## src/rtl/trig_id_capture.sv

```systemverilog
// Trigger-ID receiver: deserialises an ID per trigger into a FWFT FIFO; `TRIG_ID_PARITY_EN adds an even-parity bit.
// Latency 2 edges from last strobe to rd_valid; no backpressure, a commit into a full FIFO sets overflow and drops.
module trig_id_capture #(
    parameter int ID_WIDTH   = 16,
    parameter int FIFO_DEPTH = 8,
    parameter int TIMEOUT    = 255
) (
    input  logic                          i_pll_clk,
    input  logic                          i_reset,
    input  logic                          i_trig_in_sync,
    input  logic                          i_trig_id_sync,
    input  logic                          i_bit_strobe,
    input  logic                          i_rd_en,
    input  logic                          i_clear_flags,
    output logic [ID_WIDTH-1:0]           o_rd_data,
    output logic                          o_rd_valid,
    output logic [$clog2(FIFO_DEPTH):0]   o_fifo_count,
    output logic                          o_interrupt,
    output logic                          o_busy,
    output logic                          o_overflow,
    output logic                          o_timeout_err,
    output logic                          o_parity_err
);

`ifdef TRIG_ID_PARITY_EN
    localparam int PAR_BITS = 1;
`else
    localparam int PAR_BITS = 0;
`endif
    localparam int NBITS = ID_WIDTH + PAR_BITS;
    localparam int CW    = $clog2(NBITS + 1);
    localparam int TW    = $clog2(TIMEOUT + 1);
    localparam int AW    = $clog2(FIFO_DEPTH);
    localparam int CNTW  = AW + 1;

    localparam logic [1:0] S_IDLE    = 2'd0;
    localparam logic [1:0] S_CAPTURE = 2'd1;
    localparam logic [1:0] S_COMMIT  = 2'd2;

    logic [1:0]          r_state;
    logic                r_trig_d;
    logic [NBITS-1:0]    r_shift;
    logic [CW-1:0]       r_bitcnt;
    logic [TW-1:0]       r_timer;
    logic [ID_WIDTH-1:0] r_mem [FIFO_DEPTH];
    logic [AW-1:0]       r_wr_ptr;
    logic [AW-1:0]       r_rd_ptr;
    logic [CNTW-1:0]     r_count;
    logic                r_overflow;
    logic                r_timeout;

    logic                w_start;
    logic                w_strobe;
    logic                w_timeout;
    logic [ID_WIDTH-1:0] w_id;
    logic                w_par_ok;
    logic                w_full;
    logic                w_pop;
    logic                w_commit;
    logic                w_push;
    logic                w_drop;

    assign w_start   = i_trig_in_sync & ~r_trig_d;
    assign w_strobe  = (r_state == S_CAPTURE) & i_bit_strobe;
    assign w_timeout = (r_state == S_CAPTURE) & ~i_bit_strobe & (r_timer == TW'(TIMEOUT));

`ifdef TRIG_ID_PARITY_EN
    // Parity bit arrives last, so it sits in the LSB and is not stored.
    assign w_id     = r_shift[NBITS-1:1];
    assign w_par_ok = ~^r_shift;
`else
    assign w_id     = r_shift;
    assign w_par_ok = 1'b1;
`endif

    assign w_full   = (r_count == CNTW'(FIFO_DEPTH));
    assign w_pop    = i_rd_en & (r_count != '0);
    assign w_commit = (r_state == S_COMMIT) & w_par_ok;
    // A same-cycle pop frees the slot, so a full FIFO still accepts the write.
    assign w_push   = w_commit & (~w_full | w_pop);
    assign w_drop   = w_commit & w_full & ~w_pop;

    always_ff @(posedge i_pll_clk or negedge i_reset) begin
        if (!i_reset) begin
            r_state  <= S_IDLE;
            r_trig_d <= 1'b1;
            r_shift  <= '0;
            r_bitcnt <= '0;
            r_timer  <= '0;
        end else begin
            r_trig_d <= i_trig_in_sync;
            case (r_state)
                S_IDLE: begin
                    if (w_start) begin
                        r_state  <= S_CAPTURE;
                        r_shift  <= '0;
                        r_bitcnt <= '0;
                        r_timer  <= '0;
                    end
                end
                S_CAPTURE: begin
                    if (w_strobe) begin
                        r_shift  <= {r_shift[NBITS-2:0], i_trig_id_sync};
                        r_bitcnt <= r_bitcnt + CW'(1);
                        r_timer  <= '0;
                        if (r_bitcnt == CW'(NBITS - 1)) begin
                            r_state <= S_COMMIT;
                        end
                    end else if (w_timeout) begin
                        r_state <= S_IDLE;
                    end else begin
                        r_timer <= r_timer + TW'(1);
                    end
                end
                S_COMMIT: r_state <= S_IDLE;
                default:  r_state <= S_IDLE;
            endcase
        end
    end

    always_ff @(posedge i_pll_clk) begin
        if (w_push) begin
            r_mem[r_wr_ptr] <= w_id;
        end
    end

    always_ff @(posedge i_pll_clk or negedge i_reset) begin
        if (!i_reset) begin
            r_wr_ptr <= '0;
            r_rd_ptr <= '0;
            r_count  <= '0;
        end else begin
            if (w_push) r_wr_ptr <= r_wr_ptr + AW'(1);
            if (w_pop)  r_rd_ptr <= r_rd_ptr + AW'(1);
            case ({w_push, w_pop})
                2'b10:   r_count <= r_count + CNTW'(1);
                2'b01:   r_count <= r_count - CNTW'(1);
                default: r_count <= r_count;
            endcase
        end
    end

    // Sticky flags: a same-cycle raise beats clear_flags.
    always_ff @(posedge i_pll_clk or negedge i_reset) begin
        if (!i_reset) begin
            r_overflow <= 1'b0;
            r_timeout  <= 1'b0;
        end else begin
            r_overflow <= w_drop    | (r_overflow & ~i_clear_flags);
            r_timeout  <= w_timeout | (r_timeout  & ~i_clear_flags);
        end
    end

`ifdef TRIG_ID_PARITY_EN
    logic r_parity;
    always_ff @(posedge i_pll_clk or negedge i_reset) begin
        if (!i_reset) begin
            r_parity <= 1'b0;
        end else begin
            r_parity <= ((r_state == S_COMMIT) & ~w_par_ok) | (r_parity & ~i_clear_flags);
        end
    end
    assign o_parity_err = r_parity;
`else
    assign o_parity_err = 1'b0;
`endif

    assign o_rd_valid    = (r_count != '0);
    assign o_rd_data     = o_rd_valid ? r_mem[r_rd_ptr] : '0;
    assign o_fifo_count  = r_count;
    assign o_interrupt   = ~o_rd_valid;
    assign o_busy        = (r_state == S_CAPTURE) | (r_state == S_COMMIT);
    assign o_overflow    = r_overflow;
    assign o_timeout_err = r_timeout;

endmodule

```

## config.mk

```make
export PLATFORM = sky130hd
export DESIGN_NAME = trig_id_capture
export DESIGN_NICKNAME = d
export VERILOG_FILES = /design/src/rtl/trig_id_capture.sv
export SDC_FILE = /design/constraint.sdc
export NUM_CORES = 1
export LEC_CHECK = 0
export BUFFER_PORTS_ARGS = -buffer_cell sky130_fd_sc_hd__buf_2
export CORE_MARGIN = 8
export CORE_UTILIZATION = 30
export CTS_BUF_LIST = sky130_fd_sc_hd__clkbuf_8
export CTS_CLUSTER_DIAMETER = 120
export CTS_CLUSTER_SIZE = 30
export DETAILED_ROUTE_END_ITERATION = 6
export PLACE_DENSITY_LB_ADDON = 0.12
export SLEW_MARGIN = 20
export SYNTH_ARGS = -nofsm -noshare
export SYNTH_HDL_FRONTEND = slang
export SYNTH_SLANG_ARGS = --single-unit
```

## constraint.sdc

```tcl
create_clock -name i_pll_clk -period 5.06 [get_ports i_pll_clk]
set_input_delay 0.253 -clock i_pll_clk [delete_from_list [all_inputs] [get_ports i_pll_clk]]
set_output_delay 0.253 -clock i_pll_clk [all_outputs]
set_load 0.02 [all_outputs]
```

==> results of run 1 <==
## cells by family after synthesis
family                     synth area share (%)
DFF                                        69.9
muxes                                      13.1
adders and majority gates                  1.59
other                                    0.0530
AOI/OAI and AO/OA                          5.89
xor gates and xnor gates                  0.990
buffers and inverters                      1.98
and+or+nand+nor                            6.53
## layout by cell type (no fill, tap or decap), types with 4 or more instances in the layout
| cell | n |
|---|---|
| sky130_fd_sc_hd__nand3_1 | 7 |
| sky130_fd_sc_hd__clkbuf_8 | 17 |
| sky130_fd_sc_hd__nor2_1 | 30 |
| sky130_fd_sc_hd__nand2b_1 | 8 |
| sky130_fd_sc_hd__mux4_2 | 32 |
| sky130_fd_sc_hd__nor2b_1 | 4 |
| sky130_fd_sc_hd__buf_4 | 12 |
| sky130_fd_sc_hd__ha_1 | 9 |
| sky130_fd_sc_hd__inv_1 | 6 |
| sky130_fd_sc_hd__a22o_1 | 9 |
| sky130_fd_sc_hd__inv_6 | 4 |
| sky130_fd_sc_hd__edfxtp_1 | 128 |
| sky130_fd_sc_hd__nand2_1 | 32 |
| sky130_fd_sc_hd__o21ai_0 | 19 |
| sky130_fd_sc_hd__dfrtp_1 | 42 |
| sky130_fd_sc_hd__mux2i_1 | 17 |
| sky130_fd_sc_hd__buf_2 | 30 |
| sky130_fd_sc_hd__a21oi_1 | 11 |
| sky130_fd_sc_hd__xnor2_1 | 5 |
## flip-flops by register name, summed over array words and instances (netlist names)
name,flops
r_mem,128
o_fifo_count,4
r_rd_ptr,3
r_bitcnt,5
r_timer,8
o_timeout_err,1
r_trig_d,1
r_state,2
r_shift,16
r_wr_ptr,3
o_overflow,1
## metal layers
layer  global-route usage [%]  wire, um  up-vias
met5                        0         0        -
met1                     13.8      7150     1909
met2                     17.6      7200       40
li1                         -         -     1746
met4                     3.31       140        0
met3                     2.86       368        7
## area by class of cell
class / count / area, um^2
repair buffers: 44 / 260
flip-flops and latches: 172 / 4950
well taps: 319 / 399
clock inverters: 15 / 185
multi-input cells: 229 / 2010
fillers: 2224 / 15300
clock buffers: 17 / 234
inverters: 6 / 22.5
## through the flow
| stage | instances | util [%] | hold slack, ns | total power [mW] |
|---|---|---|---|---|
| after global placement | 768 | 32.6 | 0.384 | 3.26 |
| after global routing | 802 | 34.5 | 0.0150 | 4.49 |
| after CTS | 801 | 34.5 | 0.0142 | 4.30 |
| final | 802 | 34.5 | 0.0550 | 4.23 |
| after floorplan | 429 | - | -0.0426 | 2.87 |
| after detailed placement | 768 | 32.6 | 0.390 | 3.29 |
## timing repair
action | CTS | global route
buffers inserted | 0 | 0
hold buffers | 1 | 1
hold endpoints to repair | 1 | 43
## synthesized netlist by cell type (3+ instances only)
library cell,n
sky130_fd_sc_hd__buf_2,10
sky130_fd_sc_hd__nor2_1,30
sky130_fd_sc_hd__dfrtp_1,43
sky130_fd_sc_hd__nor2b_1,4
sky130_fd_sc_hd__mux2i_1,17
sky130_fd_sc_hd__a22o_1,9
sky130_fd_sc_hd__mux2_2,3
sky130_fd_sc_hd__nor3_1,4
sky130_fd_sc_hd__xor2_1,3
sky130_fd_sc_hd__ha_1,9
sky130_fd_sc_hd__and3_1,3
sky130_fd_sc_hd__inv_1,5
sky130_fd_sc_hd__clkbuf_1,7
sky130_fd_sc_hd__o21ai_0,19
sky130_fd_sc_hd__a21oi_1,11
sky130_fd_sc_hd__mux4_2,32
sky130_fd_sc_hd__xnor2_1,5
sky130_fd_sc_hd__edfxtp_1,128
sky130_fd_sc_hd__nand2_1,32
sky130_fd_sc_hd__nand3_1,7
sky130_fd_sc_hd__nand2b_1,8
## worst paths after layout
| path | startpoint | to | slack [ns] |
|---|---|---|---|
| min | i_trig_id_sync | r_shift[0] | 0.06 |
| max reg2reg | r_state[1] | r_timer[7] | 2.35 |
| min in group asynchronous | i_reset | r_timer[0] | 0.36 |
| max in group asynchronous | i_reset | r_rd_ptr[0] | 4.26 |
| min reg2reg | r_rd_ptr[2] | r_rd_ptr[2] | 0.48 |
| max | r_rd_ptr[0] | o_rd_data[11] | 2.07 |
## power groups by stage
stage               logic [mW]  registers [mW]  clock network (mW)
finish                    1.35            1.86                1.01
detailed placement        1.38            1.90                   0
CTS                       1.38            1.87                1.05
global placement          1.36            1.89                   0
floorplan                 1.08            1.80                   0
global route              1.49            1.90                1.10
==> results by group, run 1 <==
Timing
  • Period minus WS final: 2.99 ns
  • Number of pins with negative max-slew slack in the final report: 0
  • Part of the cycle the worst path needs: 59.1%
  • Setup Skew: 0.0118 ns
  • Number of failing hold endpoints at the final stage: 0
  • Relative max-transition margin: 36.9%
  • Total of endpoints with negative setup slack in the final report: 0
  • Post-route setup slack: 2.07 ns
  • Aggregate negative setup slack: 0 ns
  • Setup repair after global routing missed its margin: no
  • Highest achievable clock rate: 334 MHz
  • Pin slew with the least headroom to its limit: 0.939 ns

Clock tree
  • Clock latency on the worst-skew pair: 0.44 ns
  • Quantity of gates resized following cts: 0
  • Clk slew on worst S/H paths: 0.09 ns
  • Worst-case clock buffer depth: 2
  • Clock tree sinks: 172
  • Clk root buf: sky130_fd_sc_hd__clkbuf_8
  • TritonCTS clock tree: yes
  • Cts bufs inserted: 17
  • Depth of the CTS H-tree: 4

Synthesis
  • Number of distinct library cells after synthesis: 54
  • Synth warnings: 0
  • Cell type with the largest total area after synthesis: sky130_fd_sc_hd__edfxtp_1
  • Part of the Yosys area used for sequential elements: 69.9%
  • Post-Synthesis Net Count: 445
  • Post-synth design cell area: 7080 um^2
  • Top cells by area, synth: sky130_fd_sc_hd__edfxtp_1 (54%), sky130_fd_sc_hd__dfrtp_1 (15%), sky130_fd_sc_hd__mux4_2 (10%), sky130_fd_sc_hd__mux2i_1 (2.4%), sky130_fd_sc_hd__nand2_1 (1.7%)
  • Number of synthesized flops with an enable pin: 128
  • Post-synth top area share: 54.3%
  • Flop and latch count out of synthesis: 172
  • Post-synth ARST share: 25.6%
  • Synthesized area per cell: 16.5 um^2
  • Dominant register cell in the synthesized netlist: sky130_fd_sc_hd__edfxtp_1
  • Gate count of the mapped netlist: 429

Power and ir drop
  • Switching power of the nets: 1.51 mW
  • Total power density per cell area: 525 nW/um^2
  • Fraction of power consumed by combinational cells: 31.9%
  • Part of the total power dissipated in the clock network: 24.0%
  • Leak Pwr: 2.88 nW
  • Sequential power share: 44.1%
  • Switch share: 35.7%
  • Maximum ir drop on the vdd rail: 0.250 mV
  • Cell-internal power: 2.72 mW

Worst setup path
  • R2R depth: 6
  • Worst Setup End Kind: primary output
  • CP cell instances: buf_4 -> mux4_2 -> mux2i_1 -> nor2_1 -> buf_2
  • Endpoint arrival time on the critical path: 2.74 ns
  • Worst Path Class, Setup: reg -> out
  • Cell family with the largest share of critical-path delay: flip-flops
  • Crit. path cell count: 5
  • Kind of start point of the critical path: flip-flop
  • Crit Path Max Fanout: 22
  • Worst path max stage delay: 0.87 ns
  • Required time at the worst-slack endpoint: 4.81 ns
  • Critical Path Slowest Stage Cell: sky130_fd_sc_hd__dfrtp_2
  • CP Buf/Inv Count: 2

Floorplanning
  • Floorplan die area: 28800 um^2
  • Die Width: 170 um
  • Number of placed I/O pins: 33
  • Number of rows created at floorplan: 56
  • Height of the die: 170 um
  • Core region area: 23300 um^2
  • Effective utilization at floorplan: 30.3%

Place
  • Pre-CTS setup slack: 2.38 ns
  • Count of input and output buffers: 31
  • Cell area reported after detailed placement: 7610 um^2
  • Final weighted congestion of routability-driven global placement: 0.710
  • Final HPWL from detailed placement: 8670 um

Layout
  • Antenna diode count: 0
  • Nets: 486
  • Share of cells above drive strength 1: 24.6%
  • Layout Area Growth over Synthesis: 13.9%
  • Design area: 8060 um^2

Global routing
  • Overflow left after global routing: 0
  • Initial antenna violation count: 0
  • Largest net degree at the start of global routing: 45
  • Global-route wire length before repair: 22900 um
  • GRT Resource Usage Total: 10.8%
  • Vias in the first global route: 3862

Worst hold path
  • Tightest Hold Check Type: in -> reg
  • Worst hold stages: 2

Detailed routing
  • Count of vias placed by the detailed router: 3702
  • Count of routing violations after the opening detailed-route iteration: 193
  • Detailed-routing iteration count for the pre-antenna-repair pass: 4
  • Number of design rule violations left after detail routing: 0
  • Antenna Violating Nets Remaining: 0
  • Post-detailed-route via-to-cell ratio: 4.62
  • Total Routed Length: 14900 um
  • Routed WL per cell: 18.5 um

Status
  • Status: finished, final reports clean

Run
  • Max-cap violations: 0
No activity file was read; power rests on OpenSTA's default activity.
==> run 2: changes to the inputs <==
==> constraint.sdc (replaced) <==
create_clock -name i_pll_clk -period 2.55 [get_ports i_pll_clk]
set_input_delay 0.1275 -clock i_pll_clk [delete_from_list [all_inputs] [get_ports i_pll_clk]]
set_output_delay 0.1275 -clock i_pll_clk [all_outputs]
set_load 0.02 [all_outputs]
==> results by group, run 2 (synthesized netlist as in run 1, its figures left out) <==
Status
  • Status: finished, final reports clean

Floorplanning
  • Number of placed I/O pins: 33
  • Floorplan die area: 28800 um^2
  • Core region area: 23300 um^2
  • Die Width: 170 um
  • Height of the die: 170 um
  • Number of rows created at floorplan: 56
  • Effective utilization at floorplan: 30.3%

Detailed routing
  • Detailed-routing iteration count for the pre-antenna-repair pass: 4
  • Post-detailed-route via-to-cell ratio: 4.58
  • Count of vias placed by the detailed router: 3720
  • Number of design rule violations left after detail routing: 0
  • Routed WL per cell: 19.0 um
  • Total Routed Length: 15400 um
  • Antenna Violating Nets Remaining: 0
  • Count of routing violations after the opening detailed-route iteration: 114

Place
  • Final weighted congestion of routability-driven global placement: 0.737
  • Final HPWL from detailed placement: 10000 um
  • Count of input and output buffers: 31

Power and ir drop
  • Leak Pwr: 2.94 nW
  • Switching power of the nets: 3.02 mW
  • Cell-internal power: 5.38 mW
  • Fraction of power consumed by combinational cells: 34.5%
  • Sequential power share: 43.5%
  • Part of the total power dissipated in the clock network: 22.1%
  • Total power density per cell area: 1020 nW/um^2
  • Maximum ir drop on the vdd rail: 0.547 mV
  • Switch share: 35.9%

Worst setup path
  • Endpoint arrival time on the critical path: 2.25 ns
  • Worst Path Class, Setup: reg -> out
  • Required time at the worst-slack endpoint: 2.42 ns
  • Worst Setup End Kind: primary output
  • Crit Path Max Fanout: 20
  • Kind of start point of the critical path: flip-flop

Layout
  • Share of cells above drive strength 1: 24.9%
  • Layout Area Growth over Synthesis: 16.3%
  • Nets: 497
  • Top library cells by usage in the layout, fill and taps aside: sky130_fd_sc_hd__edfxtp_1 (128), sky130_fd_sc_hd__dfrtp_1 (42), sky130_fd_sc_hd__mux4_2 (32), sky130_fd_sc_hd__nand2_1 (32), sky130_fd_sc_hd__buf_2 (31)
  • Leading cell type in the layout, fill and taps excluded: sky130_fd_sc_hd__edfxtp_1
  • Largest reg by FF count: r_mem
  • Biggest registers after layout: r_mem x128, r_shift x16, r_timer x8
  • Flip-flop count of the largest register after layout: 128
  • Antenna diode count: 0

Clock tree
  • TritonCTS clock tree: yes
  • Clock latency on the worst-skew pair: 0.44 ns
  • Cts bufs inserted: 17
  • Clk root buf: sky130_fd_sc_hd__clkbuf_8
  • Clock tree sinks: 172
  • Depth of the CTS H-tree: 4
  • Clk slew on worst S/H paths: 0.09 ns
  • Worst-case clock buffer depth: 2

Timing
  • Worst hold margin: 0.269 ns
  • Total of endpoints with negative setup slack in the final report: 0
  • Setup repair after global routing missed its margin: no
  • Highest achievable clock rate: 421 MHz
  • Number of pins with negative max-slew slack in the final report: 0
  • Pin slew with the least headroom to its limit: 0.701 ns
  • Part of the cycle the worst path needs: 93.2%
  • Relative max-transition margin: 53.3%
  • Period minus WS final: 2.38 ns
  • Setup Skew: 0.0141 ns
  • Number of failing hold endpoints at the final stage: 0
  • Aggregate negative setup slack: 0 ns

Global routing
  • Global-route wire length before repair: 24000 um
  • Largest net degree at the start of global routing: 33
  • Vias in the first global route: 4003
  • Initial antenna violation count: 0
  • Overflow left after global routing: 0
  • GRT Resource Usage Total: 11.3%

Run
  • Max-cap violations: 0

Worst hold path
  • Tightest Hold Check Type: in -> async
run 2: cell types whose count changed in the layout (fill, tap and decap cells not counted), sizes merged:
cell	delta
clkinv	+1
inv	-1
dlygate4sd3	+4
buf	+7
bufinv	-1
run 2: metrics by stage:
stage	area (um^2)	setup WS (ns)	std cells	utilization, %	power (mW)
2_1_floorplan	7090	0.179	429	-	5.71
6_report	8230	0.174	812	35.3	8.40
5_1_grt	8230	0.0363	812	35.3	8.96
3_3_place_gp	7790	0.417	775	33.4	6.67
3_5_place_dp	7790	0.373	775	33.4	6.71
4_1_cts	8230	0.101	812	35.3	8.59
run 2: worst max-delay path, stage by stage, from the launching register on:
cell	delay, ns
sky130_fd_sc_hd__dfrtp_1	0.50
sky130_fd_sc_hd__or4_4	0.55
sky130_fd_sc_hd__inv_2	0.44
sky130_fd_sc_hd__nor2_1	0.12
sky130_fd_sc_hd__buf_2	0.18
run 2: power groups by stage:
stage | registers (mW) | logic (mW) | clock network, mW
5_1_grt | 3.70 | 3.22 | 2.04
3_3_place_gp | 3.70 | 2.97 | 0
2_1_floorplan | 3.57 | 2.14 | 0
3_5_place_dp | 3.72 | 2.99 | 0
6_report | 3.65 | 2.89 | 1.85
4_1_cts | 3.66 | 3.01 | 1.92
run 2: final timing paths:
check                                 from  slack (ns)              end  cells past startpoint
max                        o_fifo_count[1]        0.17    o_rd_data[14]                      4
min                                i_reset        0.27       r_timer[2]                      2
max reg2reg                o_fifo_count[2]        0.35  o_fifo_count[1]                      7
min reg2reg                    r_rd_ptr[2]        0.49      r_rd_ptr[2]                      1
max in group asynchronous          i_reset        1.59      r_shift[14]                      3
min in group i_pll_clk      i_trig_in_sync        0.37         r_trig_d                      2
run 2: timing repair:
action | CTS | global route
buffers inserted | 0 | 0
endpoints found under the hold margin | 34 | 0
setup endpoints to repair | 0 | 0
hold buffers | 6 | 0
resized for setup | 0 | 0
run 2: layout make-up:
type	count	area, um^2
well taps	319	399
flip-flops and latches	172	4950
multi-input cells	229	2000
clock buffers	17	234
clock inverters	14	146
repair buffers	55	475
inverters	6	22.5
fillers	2229	15100
run 2: routing by layer:
metal	track usage (%)	vias to the layer above	part of all wire, %
met4	2.31	0	0.59
met3	2.86	5	2.4
met5	0	-	0
met2	20.7	39	54
met1	13.0	1916	43
li1	-	1760	-
